### src/rtl/multicycle_ctrl.sv
// Multi-cycle RV32 control sequencer: one shared ALU and one unified memory port serve each instruction over several states.
// Optional macro PERF_CNT_EN adds cycle_cnt/retired_cnt performance counters.
module multicycle_ctrl #(
    parameter int TIMEOUT_CYCLES = 16
) (
    input  logic        clk,
    input  logic        rst_n,
    input  logic [31:0] instr,
    input  logic        eq,
    input  logic        mem_ready,
    output logic        mem_req,
    output logic        mem_addr_sel,
    output logic        ir_we,
    output logic        pc_we,
    output logic        Regwrite,
    output logic [2:0]  ALUctrl,
    output logic        ALUsrc,
    output logic [1:0]  Immsrc,
    output logic [1:0]  PCsrc,
    output logic        MUX3Sel,
    output logic        Memwrite,
    output logic        jump_mux_sel,
    output logic        instr_done,
    output logic        bus_err
`ifdef PERF_CNT_EN
    ,
    output logic [31:0] cycle_cnt,
    output logic [31:0] retired_cnt
`endif
);

    typedef enum logic [3:0] {
        S_FETCH,
        S_DECODE,
        S_EXEC,
        S_ALUWB,
        S_MEMADR,
        S_MEMRD,
        S_LOADWB,
        S_MEMWR,
        S_BRANCH,
        S_JUMP,
        S_HALT
    } state_t;

    typedef enum logic [2:0] {
        C_R,
        C_LOAD,
        C_STORE,
        C_IALU,
        C_BRANCH,
        C_JUMP
    } iclass_t;

    localparam int CW = (TIMEOUT_CYCLES < 2) ? 1 : $clog2(TIMEOUT_CYCLES + 1);
    localparam logic [CW-1:0] LAST_WAIT = CW'(TIMEOUT_CYCLES - 1);

    state_t        state;
    state_t        next_state;
    iclass_t       cls_d;
    iclass_t       cls_q;
    logic [2:0]    alu_d;
    logic [2:0]    alu_q;
    logic [CW-1:0] wait_cnt;
    logic          in_req;
    logic          timeout_hit;
    logic          unused_bits;

    assign unused_bits = ^{instr[31], instr[29:15], instr[11:7], instr[3], instr[1:0]};

    always_comb begin
        unique case (instr[6:4])
            3'b011:  cls_d = C_R;
            3'b000:  cls_d = C_LOAD;
            3'b010:  cls_d = C_STORE;
            3'b001:  cls_d = C_IALU;
            default: cls_d = instr[2] ? C_JUMP : C_BRANCH;
        endcase
    end

    always_comb begin
        unique case ({instr[14:12], instr[30]})
            4'b0000: alu_d = 3'b000;
            4'b0001: alu_d = 3'b001;
            4'b1110: alu_d = 3'b010;
            4'b1100: alu_d = 3'b011;
            4'b0100: alu_d = 3'b101;
            default: alu_d = 3'b000;
        endcase
    end

    assign in_req      = (state == S_FETCH) || (state == S_MEMRD) || (state == S_MEMWR);
    // The wait that brings the counter up to the limit is the last one tolerated.
    assign timeout_hit = (TIMEOUT_CYCLES != 0) && in_req && !mem_ready && (wait_cnt == LAST_WAIT);

    // NOTE: sequential state uses non-blocking (<=) so every register samples pre-edge values.
    always_ff @(posedge clk or negedge rst_n) begin
        if (!rst_n) begin
            state <= S_FETCH;
            cls_q <= C_R;
            alu_q <= 3'b000;
        end else begin
            state <= next_state;
            if (state == S_DECODE) begin
                cls_q <= cls_d;
                alu_q <= alu_d;
            end
        end
    end

    always_ff @(posedge clk or negedge rst_n) begin
        if (!rst_n) begin
            wait_cnt <= '0;
            bus_err  <= 1'b0;
        end else begin
            if (next_state != state) begin
                wait_cnt <= '0;
            end else if (in_req && !mem_ready) begin
                wait_cnt <= wait_cnt + CW'(1);
            end
            if (timeout_hit) begin
                bus_err <= 1'b1;
            end
        end
    end

    always_comb begin
        // NOTE: defaults first; any output a state does not drive stays 0 and no latch is inferred.
        next_state   = state;
        mem_req      = 1'b0;
        mem_addr_sel = 1'b0;
        ir_we        = 1'b0;
        pc_we        = 1'b0;
        Regwrite     = 1'b0;
        ALUctrl      = 3'b000;
        ALUsrc       = 1'b0;
        Immsrc       = 2'b00;
        PCsrc        = 2'b00;
        MUX3Sel      = 1'b0;
        Memwrite     = 1'b0;
        jump_mux_sel = 1'b0;
        instr_done   = 1'b0;
        // Reset blanks every strobe immediately, before any clock edge arrives.
        if (rst_n) begin
            unique case (state)
                S_FETCH: begin
                    mem_req = 1'b1;
                    if (mem_ready) begin
                        ir_we      = 1'b1;
                        next_state = S_DECODE;
                    end else if (timeout_hit) begin
                        next_state = S_HALT;
                    end
                end
                S_DECODE: begin
                    unique case (cls_d)
                        C_R, C_IALU:     next_state = S_EXEC;
                        C_LOAD, C_STORE: next_state = S_MEMADR;
                        C_BRANCH:        next_state = S_BRANCH;
                        default:         next_state = S_JUMP;
                    endcase
                end
                S_EXEC: begin
                    ALUsrc     = (cls_q == C_IALU);
                    Immsrc     = (cls_q == C_IALU) ? 2'b11 : 2'b00;
                    ALUctrl    = alu_q;
                    next_state = S_ALUWB;
                end
                S_ALUWB: begin
                    ALUsrc     = (cls_q == C_IALU);
                    Immsrc     = (cls_q == C_IALU) ? 2'b11 : 2'b00;
                    ALUctrl    = alu_q;
                    Regwrite   = 1'b1;
                    pc_we      = 1'b1;
                    instr_done = 1'b1;
                    next_state = S_FETCH;
                end
                S_MEMADR: begin
                    ALUsrc     = 1'b1;
                    Immsrc     = (cls_q == C_STORE) ? 2'b01 : 2'b00;
                    next_state = (cls_q == C_STORE) ? S_MEMWR : S_MEMRD;
                end
                S_MEMRD: begin
                    mem_req      = 1'b1;
                    mem_addr_sel = 1'b1;
                    MUX3Sel      = 1'b1;
                    if (mem_ready) begin
                        next_state = S_LOADWB;
                    end else if (timeout_hit) begin
                        next_state = S_HALT;
                    end
                end
                S_LOADWB: begin
                    Regwrite   = 1'b1;
                    MUX3Sel    = 1'b1;
                    pc_we      = 1'b1;
                    instr_done = 1'b1;
                    next_state = S_FETCH;
                end
                S_MEMWR: begin
                    mem_req      = 1'b1;
                    mem_addr_sel = 1'b1;
                    Memwrite     = 1'b1;
                    Immsrc       = 2'b01;
                    ALUsrc       = 1'b1;
                    if (mem_ready) begin
                        pc_we      = 1'b1;
                        instr_done = 1'b1;
                        next_state = S_FETCH;
                    end else if (timeout_hit) begin
                        next_state = S_HALT;
                    end
                end
                S_BRANCH: begin
                    ALUctrl    = 3'b001;
                    Immsrc     = 2'b10;
                    PCsrc      = eq ? 2'b00 : 2'b01;
                    pc_we      = 1'b1;
                    instr_done = 1'b1;
                    next_state = S_FETCH;
                end
                S_JUMP: begin
                    ALUsrc       = 1'b1;
                    Regwrite     = 1'b1;
                    jump_mux_sel = 1'b1;
                    PCsrc        = 2'b10;
                    pc_we        = 1'b1;
                    instr_done   = 1'b1;
                    next_state   = S_FETCH;
                end
                S_HALT: begin
                    next_state = S_HALT;
                end
                default: begin
                    next_state = S_FETCH;
                end
            endcase
        end
    end

`ifdef PERF_CNT_EN
    always_ff @(posedge clk or negedge rst_n) begin
        if (!rst_n) begin
            cycle_cnt   <= 32'd0;
            retired_cnt <= 32'd0;
        end else begin
            if (state != S_HALT) begin
                cycle_cnt <= cycle_cnt + 32'd1;
            end
            if (instr_done) begin
                retired_cnt <= retired_cnt + 32'd1;
            end
        end
    end
`else
    // Without the counters there is nothing extra to build.
`endif

    a_memwrite_only_in_memwr : assert property (@(posedge clk) disable iff (!rst_n)
        Memwrite |-> (state == S_MEMWR));
    a_pc_we_retires : assert property (@(posedge clk) disable iff (!rst_n)
        pc_we |-> instr_done);
    a_halt_flags_error : assert property (@(posedge clk) disable iff (!rst_n)
        (state == S_HALT) |-> bus_err);

endmodule

### config.mk
export PLATFORM = sky130hd
export DESIGN_NAME = multicycle_ctrl
export DESIGN_NICKNAME = d
export VERILOG_FILES = /design/src/rtl/multicycle_ctrl.sv
export SDC_FILE = /design/constraint.sdc
export NUM_CORES = 1
export LEC_CHECK = 0
export BUFFER_PORTS_ARGS = -buffer_cell sky130_fd_sc_hd__buf_2
export CAP_MARGIN = 20
export CORE_MARGIN = 2
export CORE_UTILIZATION = 25
export CTS_CLUSTER_DIAMETER = 80
export DETAILED_ROUTE_END_ITERATION = 12
export PLACE_DENSITY_LB_ADDON = 0.1
export SLEW_MARGIN = 20
export SYNTH_ARGS = -nofsm -noshare
export SYNTH_HDL_FRONTEND = slang
export SYNTH_SLANG_ARGS = --single-unit
### constraint.sdc
create_clock -name clk -period 3.1 [get_ports clk]
set_input_delay 0 -clock clk [delete_from_list [all_inputs] [get_ports clk]]
set_output_delay 0 -clock clk [all_outputs]
set_load 0.01 [all_outputs]
==> flow_summary.json, run 1 <==
{
  "yosys.area.top_type_share_pct": 31.59,
  "drt_iter0_markers": 108,
  "path_buf_inv": 0,
  "synth-edff-count": 0,
  "vias_per_cell": 5.097,
  "path_clk_slew_ns": 0.07,
  "seqPwrFrac_pct": 27.5,
  "num_rows": 25,
  "p_int_w": 0.0006950,
  "ant_nets": 0,
  "period_needed_ns": 2.518,
  "cts_setup_buffers": 0,
  "drive_gt1_share_pct": 21.99,
  "synthToLayoutAreaGrowth_pct": 22.80,
  "setup_tns_ns": 0,
  "wl_per_cell_um": 14.78,
  "hold_slack_ns": 0.009401,
  "hpwlAfterDp_mm": 2.802,
  "p_leak_nw": 0.7018,
  "setup_viol_count_final": 0,
  "maxSlewViolCount": 0,
  "critPathArrivalTime_ns": 2.66,
  "yosysSeqAreaShare_pct": 31.59,
  "gp_congestion": 0.8658,
  "slowest_stage": "dfrtp_1",
  "yosys-top-cells-area": "dfrtp_1, nor2_1, nand2_1",
  "synth-xor-area-share_pct": 3.455,
  "critical_path_required_ns": 3.24,
  "synth_most_common_cell": "nor2_1",
  "max-cap-violations": 0,
  "switching_power_w": 0.0006538,
  "grt_usage_pct": 14.85,
  "yosysTopAreaCell": "dfrtp_1",
  "path_cells": "or4b_4, o32a_1, a21o_1, a22oi_2, a21oi_2, nor4_1",
  "clock-sinks": 16,
  "synth_ff_type": "dfrtp_1",
  "synth_compound_area_share_pct": 22.01,
  "power.density_nw_per_um2": 866.6,
  "hold_violations": 0,
  "grt_pass1_vias": 1357,
  "synth_fa_ha_area_share_pct": 1.974,
  "nNetsFinal": 230,
  "crit_fanout": 18,
  "die_width_um": 75.20,
  "die_y_um": 75.20,
  "period_share_pct": 81.24,
  "max-vdd-ir-drop_v": 0.0002752,
  "first_pass_iters": 5,
  "worstMarginPinSlew_ns": 0.5671,
  "relSlewSlack_pct": 62.19,
  "vias": 1315,
  "cts_tree": "built",
  "slowest_delay_ns": 0.69,
  "cp-start-kind": "register",
  "syn-mean-instance-area_um2": 7.824,
  "clock_power_share_pct": 14.3,
  "n_antenna_cell": 0,
  "io_buffers": 29,
  "cp-end-kind": "register",
  "ys_types": 46,
  "cts-root-buf": "clkbuf_8",
  "rsz0062_at_grt": "false",
  "initial_core_util_pct": 26.31,
  "insertion_delay_ns": 0.25,
  "syn_nets": 200,
  "die_area_um2": 5655,
  "syn_inst": 162,
  "hp-class": "input port to register",
  "grt_pass1_wl_mm": 6.368,
  "skew_ns": 0.002547,
  "synth_seq_cells": 16,
  "clock.fmax_mhz": 397.1,
  "swShare_pct": 48.47,
  "synthMuxAreaShare_pct": 3.258,
  "critPathTopFamily": "simple AND/OR/NAND/NOR gates",
  "overflow": 0,
  "async_flop_share_pct": 100.0,
  "coreArea_um2": 4817,
  "power_w": 0.001349,
  "h-tree-depth": 1,
  "synth.top_cells.by_count": "nor2_1, dfrtp_1, nand2_1",
  "critPathKind": "register to register",
  "grt_max_degree": 29,
  "netlist_area_um2": 1267,
  "synth-simple-area-share_pct": 31.49,
  "synth_warnings": 0,
  "pwr-share-comb_pct": 58.2,
  "antenna_found_initial": 0,
  "drcViolationCount": 0,
  "synth_top_family_by_area": "simple AND/OR/NAND/NOR gates",
  "num_io_pins": 54,
  "status": "completed",
  "cts_buffer_depth": 2,
  "cts_buffers": 3,
  "wl_mm": 3.814
}
layout make-up:
cell class	count	area, um^2
clock buffers	4	55.05
fillers	550	3261
inverters	7	26.28
multi-input cells	128	788.3
flip-flops and latches	16	400.4
well taps	67	83.83
repair buffers	36	202.7
worst min-delay path: stages:
cell and delay [ns]:
buf_2 0.11, nand2_1 0.05, o21ai_0 0.06
flip-flops by register name, indices dropped and copies added (netlist names):
register,flops
state,4
alu_q,3
bus_err,1
cls_q,3
wait_cnt,5
cell usage in the layout, fill, tap and decap left out, types with 3 or more instances in the layout:
cell type and instances:
a21boi_0 3, a21o_1 3, a21oi_1 8, and3_1 3, and4_1 3, buf_2 29
buf_4 5, clkbuf_8 4, dfrtp_1 16, inv_1 7, mux2i_1 3, nand2_1 13
nand2b_1 7, nand3_1 3, nor2_1 23, nor2b_1 3, nor3_1 4, nor4_1 7
o21ai_0 8, o31ai_1 5, xnor2_1 4
stage by stage:
stage	setup WS, ns	std cells	utilization [%]	area, um^2
floorplan	0.9507	162	-	1267
global placement	0.6838	252	30.75	1481
detailed placement	0.6079	252	30.75	1481
CTS	0.5863	258	32.31	1556
global route	0.4251	258	32.31	1556
finish	0.5816	258	32.31	1556
power groups by stage:
stage / Clock, W / Sequential, W / Combinational [W]
after CTS: 0.000203 / 0.000369 / 0.000783
after floorplan: 0 / 0.000322 / 0.000610
after global placement: 0 / 0.000368 / 0.000758
after global routing: 0.000214 / 0.000388 / 0.000875
final: 0.000193 / 0.000371 / 0.000785
after detailed placement: 0 / 0.000373 / 0.000779
cell families after synthesis:
family | count (synthesis)
AOI/OAI and AO/OA | 42
muxes | 4
and+or+nand+nor | 75
buffers and inverters | 18
adders and majority gates | 2
DFF | 16
xor gates and xnor gates | 5
per-layer routing:
| layer | GRT usage (%) | part of all wire [%] | vias to the layer above | wire length (um) |
|---|---|---|---|---|
| met3 | 3.347 | 5.7 | 2 | 217 |
| li1 | - | - | 644 | - |
| met2 | 24.37 | 48 | 44 | 1836 |
| met5 | 0 | 0 | - | 0 |
| met4 | 3.899 | 0.50 | 0 | 19 |
| met1 | 19.77 | 46 | 625 | 1741 |
repair_timing:
action,CTS,global route
hold buffers,2,0
endpoints found under the setup margin,0,0
gates resized for setup,0,0
hold endpoints to repair,17,0
final timing paths:
kind | from | end | slack, ns | cells past startpoint
worst max-delay path | state[0]$_DFF_PN0_ | wait_cnt[1]$_DFFE_PN0P_ | 0.58 | 6
worst min-delay path | instr[14] | alu_q[1]$_DFFE_PN0P_ | 0.009 | 3
worst max register to register | state[0]$_DFF_PN0_ | wait_cnt[1]$_DFFE_PN0P_ | 0.58 | 6
worst min register to register | bus_err$_DFFE_PN0P_ | bus_err$_DFFE_PN0P_ | 0.47 | 1
max in group asynchronous | rst_n | alu_q[2]$_DFFE_PN0P_ | 2.54 | 3
min in group asynchronous | rst_n | cls_q[2]$_DFFE_PN0P_ | 0.31 | 3
No activity file was read; power rests on OpenSTA's default activity.
==> run 2: changes to the inputs <==
==> constraint.sdc (replaced) <==
create_clock -name clk -period 2.1 [get_ports clk]
set_input_delay 0 -clock clk [delete_from_list [all_inputs] [get_ports clk]]
set_output_delay 0 -clock clk [all_outputs]
set_load 0.01 [all_outputs]
==> run 2 against run 1 <==
  * The run now ends with setup timing left
  * Core utilization is 3.1 points higher
  * Clock power is 21% higher
  * Combinational power is 83% higher
  * Critical path depth is 3 higher
  * Global-route usage is 0.55 points lower
  * Critical path type unchanged
  * Critical endpoint is now wait_cnt[4]$_DFFE_PN0P_
  * Largest cell class unchanged
==> flow_summary.json, run 2 (same netlist as run 1, synthesis figures left out) <==
{
  "num_io_pins": 54,
  "wl_mm": 3.836,
  "h-tree-depth": 1,
  "grt_pass1_vias": 1316,
  "reg_top3": "wait_cnt x5, state x4",
  "drt_iter0_markers": 87,
  "largest_register_ffs": 5,
  "final_cell_mix": "buf_2, nor2_1, buf_4",
  "grt_usage_pct": 14.30,
  "pwr-share-comb_pct": 66.3,
  "layoutNonFillerInstCount": 271,
  "skew_ns": 0.005814,
  "die_y_um": 75.20,
  "max-cap-violations": 0,
  "grt_pass1_wl_mm": 6.092,
  "slowest_stage": "dfrtp_1",
  "power.density_nw_per_um2": 1273,
  "period_needed_ns": 2.176,
  "slowest_delay_ns": 0.38,
  "initial_core_util_pct": 26.31,
  "vias": 1363,
  "coreArea_um2": 4817,
  "hp-class": "input port to register",
  "overflow": 0,
  "synthToLayoutAreaGrowth_pct": 34.45,
  "critPathTopFamily": "simple AND/OR/NAND/NOR gates",
  "hpwlAfterDp_mm": 3.007,
  "setup_tns_ns": -0.2499,
  "period_share_pct": 103.6,
  "cp-end-kind": "register",
  "hold_violations": 0,
  "vias_per_cell": 5.030,
  "swShare_pct": 46.13,
  "wl_per_cell_um": 14.15,
  "layout_setup_ws_ns": -0.07600,
  "gp_congestion": 0.9420,
  "cts_tree": "built",
  "path_cells": "ha_2, and3_4, ha_4, and3_4, o31ai_4, nand4b_1, mux2i_1, a21oi_2, nor4_1",
  "path_buf_inv": 0,
  "num_rows": 25,
  "final_common_cell": "buf_2",
  "crit_fanout": 5,
  "relSlewSlack_pct": 68.48,
  "io_buffers": 29,
  "rsz0062_at_grt": "true",
  "critPathKind": "register to register",
  "nFillCells": 550,
  "setup_viol_count_final": 5,
  "antenna_found_initial": 0,
  "nNetsFinal": 244,
  "status": "finished, violations left",
  "path_clk_slew_ns": 0.07,
  "cts_buffers": 3,
  "multi_input_area_um2": 844.6,
  "switching_power_w": 0.001001,
  "place_area_um2": 1579,
  "n_antenna_cell": 0,
  "drcViolationCount": 0,
  "insertion_delay_ns": 0.25,
  "largest_register": "wait_cnt",
  "cpMostUsedCell": "and3_4",
  "cp-start-kind": "register",
  "ant_nets": 0,
  "critical_path_required_ns": 2.25,
  "clock.fmax_mhz": 459.6,
  "maxSlewViolCount": 0,
  "die_width_um": 75.20,
  "violations": "setup timing",
  "dp.cells": 265,
  "first_pass_iters": 4,
  "cts-root-buf": "clkbuf_8",
  "seqPwrFrac_pct": 23.0,
  "ff_latch_area_um2": 400.4,
  "drive_gt1_share_pct": 30.88,
  "fin_area_um2": 1704,
  "worstMarginPinSlew_ns": 0.4696,
  "p_leak_nw": 0.7612,
  "die_area_um2": 5655,
  "clock_power_share_pct": 10.7,
  "p_int_w": 0.001169,
  "cts_buffer_depth": 2,
  "clock-sinks": 16,
  "grt_max_degree": 29,
  "critPathArrivalTime_ns": 2.32,
  "max-vdd-ir-drop_v": 0.0003827
}
-- run 2: final timing paths --
path | from | to | slack, ns | depth (start not counted)
hold reg to reg | bus_err$_DFFE_PN0P_ | bus_err$_DFFE_PN0P_ | 0.46 | 1
hold / removal | instr[14] | alu_q[1]$_DFFE_PN0P_ | 0.01 | 3
setup / recovery | wait_cnt[1]$_DFFE_PN0P_ | wait_cnt[4]$_DFFE_PN0P_ | -0.08 | 9
setup reg to reg | wait_cnt[1]$_DFFE_PN0P_ | wait_cnt[4]$_DFFE_PN0P_ | -0.08 | 9
max in group asynchronous | rst_n | cls_q[1]$_DFFE_PN0P_ | 1.55 | 3
min in group asynchronous | rst_n | state[0]$_DFF_PN0_ | 0.30 | 3
-- run 2: worst register-to-register path, cell delays in order, from the launching register on --
cell      delay [ns]
dfrtp_1         0.38
ha_2            0.19
and3_4          0.18
ha_4            0.17
and3_4          0.18
o31ai_4         0.23
nand4b_1        0.16
mux2i_1         0.23
a21oi_2         0.12
nor4_1          0.23
-- run 2: final cells by class --
type | count | share of cell area (%)
sequential | 16 | 23.49
multi-input combinational | 128 | 49.56
timing repair buffer | 50 | 18.06
inverter | 7 | 1.542
clock buffer | 3 | 2.423
tap | 67 | 4.919
-- run 2: per-layer routing --
metal / up-vias / share of wire (%) / track usage (%)
li1: 672 / - / -
met3: 4 / 5.0 / 2.276
met1: 650 / 46 / 18.66
met2: 37 / 48 / 24.37
met5: - / 0 / 0
met4: 0 / 0.76 / 4.288
-- run 2: power groups by stage --
stage / clock [W] / combinational [W] / sequential [W]
floorplan: 0 / 0.000904 / 0.000475
global placement: 0 / 0.00138 / 0.000498
detailed placement: 0 / 0.00139 / 0.000503
CTS: 0.000243 / 0.00142 / 0.000497
global route: 0.000258 / 0.00157 / 0.000510
finish: 0.000233 / 0.00144 / 0.000498
-- run 2: per-stage QoR --
stage          power (W)  setup slack (ns)  hold WS [ns]  utilization, %
2_1_floorplan   0.001379          -0.03387       -0.2956               -
3_3_place_gp    0.001882           -0.1286       0.04360           32.78
3_5_place_dp    0.001894           -0.2184       0.04137           32.78
4_1_cts         0.002164           -0.1104       0.01146           35.14
5_1_grt         0.002338           -0.1597       0.02968           35.38
6_report        0.002169          -0.07600       0.01263           35.38
-- run 2: repair_timing --
item | CTS | global route
buffers inserted | 1 | 0
gates resized for setup | 8 | 2
cloned | 0 | 0
hold buffers | 2 | 0
endpoints found under the setup margin | 5 | 5
hold endpoints to repair | 17 | 0
pin swaps | 7 | 1
